File: config.mk
export PLATFORM = sky130hd
export DESIGN_NAME = mux_rr_arbiter
export DESIGN_NICKNAME = d
export VERILOG_FILES = /design/src/rtl/mux_rr_arbiter.sv
export SDC_FILE = /design/constraint.sdc
export NUM_CORES = 1
export LEC_CHECK = 0
export BUFFER_PORTS_ARGS = -buffer_cell sky130_fd_sc_hd__buf_2
export CORE_MARGIN = 1.5
export CORE_UTILIZATION = 60
export CTS_BUF_LIST = sky130_fd_sc_hd__clkbuf_4
export DETAILED_ROUTE_END_ITERATION = 10
export PLACE_DENSITY = 0.9
export SKIP_CTS_REPAIR_TIMING = 1
export SLEW_MARGIN = 25
export SYNTH_ARGS = -nofsm -noshare
export SYNTH_HDL_FRONTEND = slang
export SYNTH_SLANG_ARGS = --single-unit
File: constraint.sdc
create_clock -name clk -period 2.5 [get_ports clk]
set_input_delay 0.125 -clock clk [delete_from_list [all_inputs] [get_ports clk]]
set_output_delay 0.125 -clock clk [all_outputs]
set_load 0.03 [all_outputs]
File: src/rtl/mux_rr_arbiter.sv
// Round-robin arbiter that owns the select/enable of a shared 4:1 mux.
// One requester holds the mux at a time; hold time is bounded under contention.
module mux_rr_arbiter #(
  parameter int MAX_HOLD = 8,
  parameter int CNT_W    = 4
) (
  input  logic       clk,
  input  logic       rst_n,
  input  logic [3:0] req,
  output logic [3:0] gnt,
  output logic [1:0] sel,
  output logic       en,
  output logic       busy
);

  localparam logic [0:0] IDLE  = 1'b0;
  localparam logic [0:0] GRANT = 1'b1;

  localparam logic [CNT_W-1:0] HOLD_LIM   = CNT_W'(MAX_HOLD);
  // With preemption disabled the counter still saturates instead of wrapping.
  localparam logic [CNT_W-1:0] CNT_SAT    = (MAX_HOLD == 0) ? {CNT_W{1'b1}} : HOLD_LIM;
  localparam bit               PREEMPT_EN = (MAX_HOLD != 0);

  logic [0:0]       state_q, state_d;
  logic [1:0]       ptr_q, ptr_d;
  logic [CNT_W-1:0] cnt_q, cnt_d;
  logic [3:0]       gnt_q, gnt_d;
  logic [1:0]       sel_q, sel_d;

  logic       win_found;
  logic [1:0] win_idx;
  logic       release_w;
  logic       preempt_w;

  // First set request bit searching upward (mod 4) from ptr.
  always_comb begin
    logic [1:0] cand;
    win_found = 1'b0;
    win_idx   = ptr_q;
    cand      = ptr_q;
    for (int i = 0; i < 4; i++) begin
      cand = ptr_q + i[1:0];
      if (!win_found && req[cand]) begin
        win_found = 1'b1;
        win_idx   = cand;
      end
    end
  end

  assign release_w = ~req[sel_q];
  assign preempt_w = PREEMPT_EN && (cnt_q == HOLD_LIM) && (|(req & ~gnt_q));

  always_comb begin
    state_d = state_q;
    ptr_d   = ptr_q;
    cnt_d   = cnt_q;
    gnt_d   = gnt_q;
    sel_d   = sel_q;
    case (state_q)
      IDLE: begin
        if (win_found) begin
          state_d = GRANT;
          gnt_d   = 4'b0001 << win_idx;
          sel_d   = win_idx;
          cnt_d   = {{(CNT_W-1){1'b0}}, 1'b1};
        end
      end
      GRANT: begin
        // Release and preempt share one exit path; sel stays put while idle.
        if (release_w || preempt_w) begin
          state_d = IDLE;
          gnt_d   = 4'b0000;
          ptr_d   = sel_q + 2'd1;
          cnt_d   = '0;
        end else if (cnt_q != CNT_SAT) begin
          cnt_d = cnt_q + 1'b1;
        end
      end
      default: begin
        state_d = IDLE;
        gnt_d   = 4'b0000;
        cnt_d   = '0;
      end
    endcase
  end

  always_ff @(posedge clk or negedge rst_n) begin
    if (!rst_n) begin
      state_q <= IDLE;
      ptr_q   <= 2'd0;
      cnt_q   <= '0;
      gnt_q   <= 4'b0000;
      sel_q   <= 2'd0;
    end else begin
      state_q <= state_d;
      ptr_q   <= ptr_d;
      cnt_q   <= cnt_d;
      gnt_q   <= gnt_d;
      sel_q   <= sel_d;
    end
  end

  assign gnt  = gnt_q;
  assign sel  = sel_q;
  assign en   = (state_q == GRANT);
  assign busy = (state_q == GRANT);

endmodule

==> results of run 1 <==
[cell usage after synthesis (all sizes together)]
cell type / number
and3b: 1
xor2: 2
nand2b: 1
ha: 2
or4: 1
a211o: 1
a21o: 1
mux2: 3
mux2i: 3
a31oi: 2
nand4b: 1
o211ai: 1
o22ai: 2
a32o: 2
o2bb2ai: 1
a21oi: 6
o32ai: 1
o211a: 1
or2: 1
o2111ai: 2
o21ai: 6
buf: 1
nor4: 1
o41ai: 1
o31ai: 1
nor2b: 7
a311o: 1
dfrtp: 13
nor2: 4
and2: 1
inv: 6
nand3b: 1
nand2: 4
[through the flow]
step           hold slack [ps]  power [W]  cell area (um^2)  setup slack, ps
4_1_cts                   -282    0.00114               935              788
6_report                   249    0.00114               945              779
3_5_place_dp              25.1   0.000995               905              792
3_3_place_gp              23.7   0.000985               905              851
2_1_floorplan             -171   0.000851               828              900
5_1_grt                    311    0.00122               945              671
[power by group through the flow]
stage	sequential (W)	combinational (W)	clock [W]
after CTS	0.000399	0.000593	0.000143
after floorplan	0.000488	0.000363	0
after global routing	0.000417	0.000656	0.000152
final	0.000401	0.000596	0.000140
after global placement	0.000397	0.000587	0
after detailed placement	0.000404	0.000592	0
[final cells by class]
class	count	area (um^2)
multi-input combinational	62	473
fill	107	357
sequential	13	325
timing repair buffer	14	75.1
clock buffer	4	30.0
inverter	6	22.5
tap	15	18.8
[layer usage]
layer,wire length [um],vias up,GRT usage
li1,-,343,-
met1,795,323,0.318
met2,721,21,0.375
met3,70,2,0.0500
met4,23,0,0.0776
met5,0,-,0
[path summary, 6_finish.rpt]
path	startpoint	end	slack, ps	depth (start not counted)
max in group asynchronous	rst_n	gnt[1]	2010	2
max reg2reg	cnt_q[0]	ptr_q[1]	780	6
max	cnt_q[0]	ptr_q[1]	780	6
min in group clk	req[1]	busy	340	4
min	rst_n	sel[0]	250	2
min reg2reg	gnt[1]	gnt[1]	520	1
[kinds of logic after synthesis]
kind of cell,count (synthesis)
adders and majority gates,2
muxes,6
AOI/OAI and AO/OA,29
buffers and inverters,7
xor gates and xnor gates,2
DFF,13
and+or+nand+nor,23
[worst register-to-register path, delay by kind of cell, from the launching register on]
| family | cells | cell delay [ps] |
|---|---|---|
| compound gates | 2 | 340 |
| simple gates | 1 | 270 |
| mux | 1 | 330 |
| buf+inv | 1 | 100 |
| fa+ha+maj | 1 | 170 |
| flops | 1 | 410 |
[state kept, by name, summed over array words and instances (netlist names)]
register  cells
cnt_q         4
gnt           4
ptr_q         2
sel           2
busy          1
==> results.md, run 1 <==
* Outcome: complete, no violations
* # nets final at 108
* Critical path startpoint category: register
* Number of port buffers at 13
* Comb pwr share at 0.525
* Vias in the first global route at 579
* Clk_lat worst skew at 280 ps
* Synth Area in Compound Gates at 0.269
* Clock power share at 0.123
* Post-Syn Nets at 90
* I/O pins at 14
* Overall routed net length at 1.61 mm
* Antenna-violating nets left at 0
* Die X at 40.2 um
* Sw Share at 0.473
* Mux cell area share after synthesis at 0.0816
* Crit-path cells: inv_1 > ha_1 > and3b_1 > o41ai_4 > a21oi_2 > mux2_1
* Rows at 13
* Cells after Synth at 82
* Worst path top cell family by delay: flip-flops
* Slowest CP cell: dfrtp_1
* Headroom to the max-slew limit at 0.567
* CP required at 2670 ps
* Final hold violations at 0
* RD Place Congestion at 0.800
* Full die area at 1610 um^2
* Drt first pass iters at 4
* Flop pwr share at 0.353
* Post-synthesis xor/xnor area fraction at 0.0211
* RSZ-0062 raised after global routing: false
* Core Util, Final at 0.726
* First-pass GRT wire length at 2.48 mm
* Crit Path Max Fanout at 4
* Non-filler cells, final at 114
* Htree depth at 1
* CTS Buf Count at 3
* Core area at 1300 um^2
* Final Max Slew Viols at 0
* HP Class: in -> async
* Fin crit share at 0.688
* Biggest cell delay along the critical path at 410 ps
* Share of the synthesized area in the top cell type at 0.393
* Die Y at 40.2 um
* Clk buf depth at 2
* Largest family of logic cells by synthesized area: compound AO/OA/AOI/OAI gates
* DRT iter0 DRCs at 26
* DP HPWL at 1.24 mm
* Initial antenna violation count at 0
* Ant. Diodes at 0
* Layout cells sized above 1 at 0.232
* Placed cell count at 109
* Most frequent cells in the layout: 13 x dfrtp_1, 13 x buf_2, 7 x nor2b_1
* Syn Std Cell Area at 828 um^2
* Data arrival, critical path at 1890 ps
* Worst path bufs/invs at 1
* Routed vias at 689
* Setup TNS at 0 ps
* Vias per cell at 6.04
* Worst setup EP type: register
* CTS root buf: clkbuf_4
* PwrDens at 1200 nW/um^2
* Synth area leaders: dfrtp_1 39%, nor2b_1 5.3%, mux2i_1 3.6%
* CTS tree: done
* Internal Pwr Total at 0.000599 W
* Clock Pin Slew Worst Setup and Hold Paths at 80 ps
* Max_cap viols at 0
* Initial Util at 0.637
* Grt ovf at 0
* Worst IR Drop VDD at 0.000643 V
* Synth cell types at 37
* CTS sink cnt at 13
* Psw at 0.000538 W
* Yosys top cell by area: dfrtp_1
* Setup violators final at 0
* Mapped Avg Cell Area at 10.1 um^2
* Clock Skew at 10.7 ps
* Synth warnings at 0
* Routed WL per cell at 14.1 um
* Seq/Total Area, Yosys at 0.393
* FMAX at 0.581 GHz
* GRT Overall Usage at 0.236
* Area growth from synthesis to layout at 14.0%
* Adder-Cell Fraction of Synth Area at 0.0302
* DRC viols at 0
* Leak at 0.430 nW
* Worst-Margin Slew at 643 ps
* Fin crit period at 1720 ps
* Worst Setup Path Type: reg -> reg
* Pin count of the biggest net entering global routing at 14
* Synth Area in Simple Gates at 0.169
* Seq cells post-synth at 13
Note: power is estimated with default switching activity, not from simulation.
==> run 2, diff against run 1 <==
--- a/config.mk
+++ b/config.mk
@@ -7,10 +7,10 @@
 export LEC_CHECK = 0
 export BUFFER_PORTS_ARGS = -buffer_cell sky130_fd_sc_hd__buf_2
 export CORE_MARGIN = 1.5
-export CORE_UTILIZATION = 60
+export CORE_UTILIZATION = 57
 export CTS_BUF_LIST = sky130_fd_sc_hd__clkbuf_4
 export DETAILED_ROUTE_END_ITERATION = 10
-export PLACE_DENSITY = 0.9
+export PLACE_DENSITY = 0.87
 export SKIP_CTS_REPAIR_TIMING = 1
 export SLEW_MARGIN = 25
 export SYNTH_ARGS = -nofsm -noshare
==> constraint.sdc (replaced) <==
create_clock -name clk -period 1.62 [get_ports clk]
set_input_delay 0.081 -clock clk [delete_from_list [all_inputs] [get_ports clk]]
set_output_delay 0.081 -clock clk [all_outputs]
set_load 0.03 [all_outputs]
==> run 2 against run 1 <==
First-iteration DRC count grew 65%. Worst setup slack lost 750 ps. Combinational power grew 90%. Sequential cell count is the same. Critical path depth shrank 2. Register-to-register slack lost 750 ps.
==> results.md, run 2 (synthesis gave the netlist of run 1 again) <==
* Clk_lat worst skew at 280 ps
* Data arrival, critical path at 1760 ps
* Drt first pass iters at 4
* DRC viols at 0
* Vias per cell at 6.65
* Die X at 41.1 um
* Clock Skew at 4.41 ps
* Worst IR Drop VDD at 0.00109 V
* Initial antenna violation count at 0
* First-pass GRT wire length at 3.13 mm
* HP Class: in -> async
* CTS root buf: clkbuf_4
* DP HPWL at 1.46 mm
* Slowest CP cell: dfrtp_2
* Leak at 0.465 nW
* Headroom to the max-slew limit at 0.686
* Core area at 1330 um^2
* CTS tree: done
* Setup violators final at 0
* Fin crit share at 0.982
* Most common cell after layout, fill and taps aside: buf_2
* Routed WL per cell at 16.9 um
* Worst hold slack at 216 ps
* Outcome: complete, no violations
* Htree depth at 1
* Most frequent cells in the layout: 13 x buf_2, 12 x dfrtp_1, 7 x nor2b_1
* Worst setup EP type: register
* Fin crit period at 1590 ps
* Ant. Diodes at 0
* I/O pins at 14
* Grt ovf at 0
* Pin count of the biggest net entering global routing at 14
* Routed vias at 791
* FMAX at 0.629 GHz
* Critical path's most frequent cell: mux2i_1
* GRT Overall Usage at 0.295
* Clock Pin Slew Worst Setup and Hold Paths at 80 ps
* RD Place Congestion at 0.912
* Final hold violations at 0
* Fill cells at 93
* Post-route cell area at 1020 um^2
* Crit Path Max Fanout at 5
* Number of port buffers at 13
* Final Max Slew Viols at 0
* Clk buf depth at 2
* # nets final at 113
* Die Y at 41.1 um
* Overall routed net length at 2.01 mm
* Worst Setup Path Type: reg -> reg
* PwrDens at 1950 nW/um^2
* Critical path startpoint category: register
* CTS sink cnt at 13
* CTS Buf Count at 3
* CP required at 1790 ps
* Area post-placement at 935 um^2
* Register area at 327 um^2
* Worst-Margin Slew at 467 ps
* Crit-path cells: mux2i_1 > mux2i_1 > a21oi_2 > mux2_4
* DRT iter0 DRCs at 43
* RSZ-0062 raised after global routing: true
* Max_cap viols at 0
* Full die area at 1690 um^2
* Biggest cell delay along the critical path at 430 ps
* Vias in the first global route at 733
* Rows at 13
* Initial Util at 0.621
* Layout cells sized above 1 at 0.356
* Antenna-violating nets left at 0
* Area of the multi-input gates at 505 um^2
* Area growth from synthesis to layout at 22.7%
[run 2: cell count changes in the layout (fill, tap and decap cells not counted), moves of 2 or more]
cell | before | now
inv_2 | 0 | 2
inv_1 | 6 | 4
buf_4 | 0 | 5
mux2_1 | 2 | 0
mux2_4 | 1 | 3
[run 2: final cells by class]
cell class                 instances  share of cell area
clock buffer                       4              0.0296
inverter                           6              0.0222
multi-input combinational         62               0.498
sequential                        13               0.321
tap                               15              0.0185
timing repair buffer              19               0.111
[run 2: routing by layer]
layer  wire, um  global-route usage  up-vias
met5          0                   0        -
met4         27               0.145        0
met3        196               0.114        6
met2        966               0.484       54
met1        818               0.331      374
li1           -                   -      357
[run 2: power breakdown]
part | leakage (nW) | switching (W) | total [W] | internal [W]
Sequential | 0.164 | 0.000170 | 0.000630 | 0.000460
Clock | 0.0184 | 0.000109 | 0.000222 | 0.000112
Combinational | 0.283 | 0.000652 | 0.00113 | 0.000477
[run 2: worst max-delay path, delay by kind of cell, from the launching register on]
kind            cells  cell delay [ps]
mux                 3              810
flops               1              430
compound gates      1              250
[run 2: metrics by stage]
step | TNS (ps) | cells | utilization | setup WS (ps) | power, W
after global placement | 0 | 113 | 0.701 | 62.9 | 0.00157
after detailed placement | 0 | 113 | 0.701 | 12.3 | 0.00161
after global routing | -148 | 119 | 0.762 | -57.0 | 0.00212
after floorplan | 0 | 82 | - | 20.1 | 0.00131
final | 0 | 119 | 0.762 | 29.8 | 0.00198
after CTS | 0 | 117 | 0.723 | 0.346 | 0.00183
[run 2: path summary, 6_finish.rpt]
kind | startpoint | to | slack [ps] | cells after the start
hold / removal | rst_n | ptr_q[1] | 220 | 2
max in group asynchronous | rst_n | sel[1] | 1150 | 2
setup / recovery | sel[1] | ptr_q[0] | 30 | 4
setup reg to reg | sel[1] | ptr_q[0] | 30 | 4
hold reg to reg | gnt[3] | gnt[3] | 550 | 1
min in group clk | req[1] | gnt[1] | 290 | 3
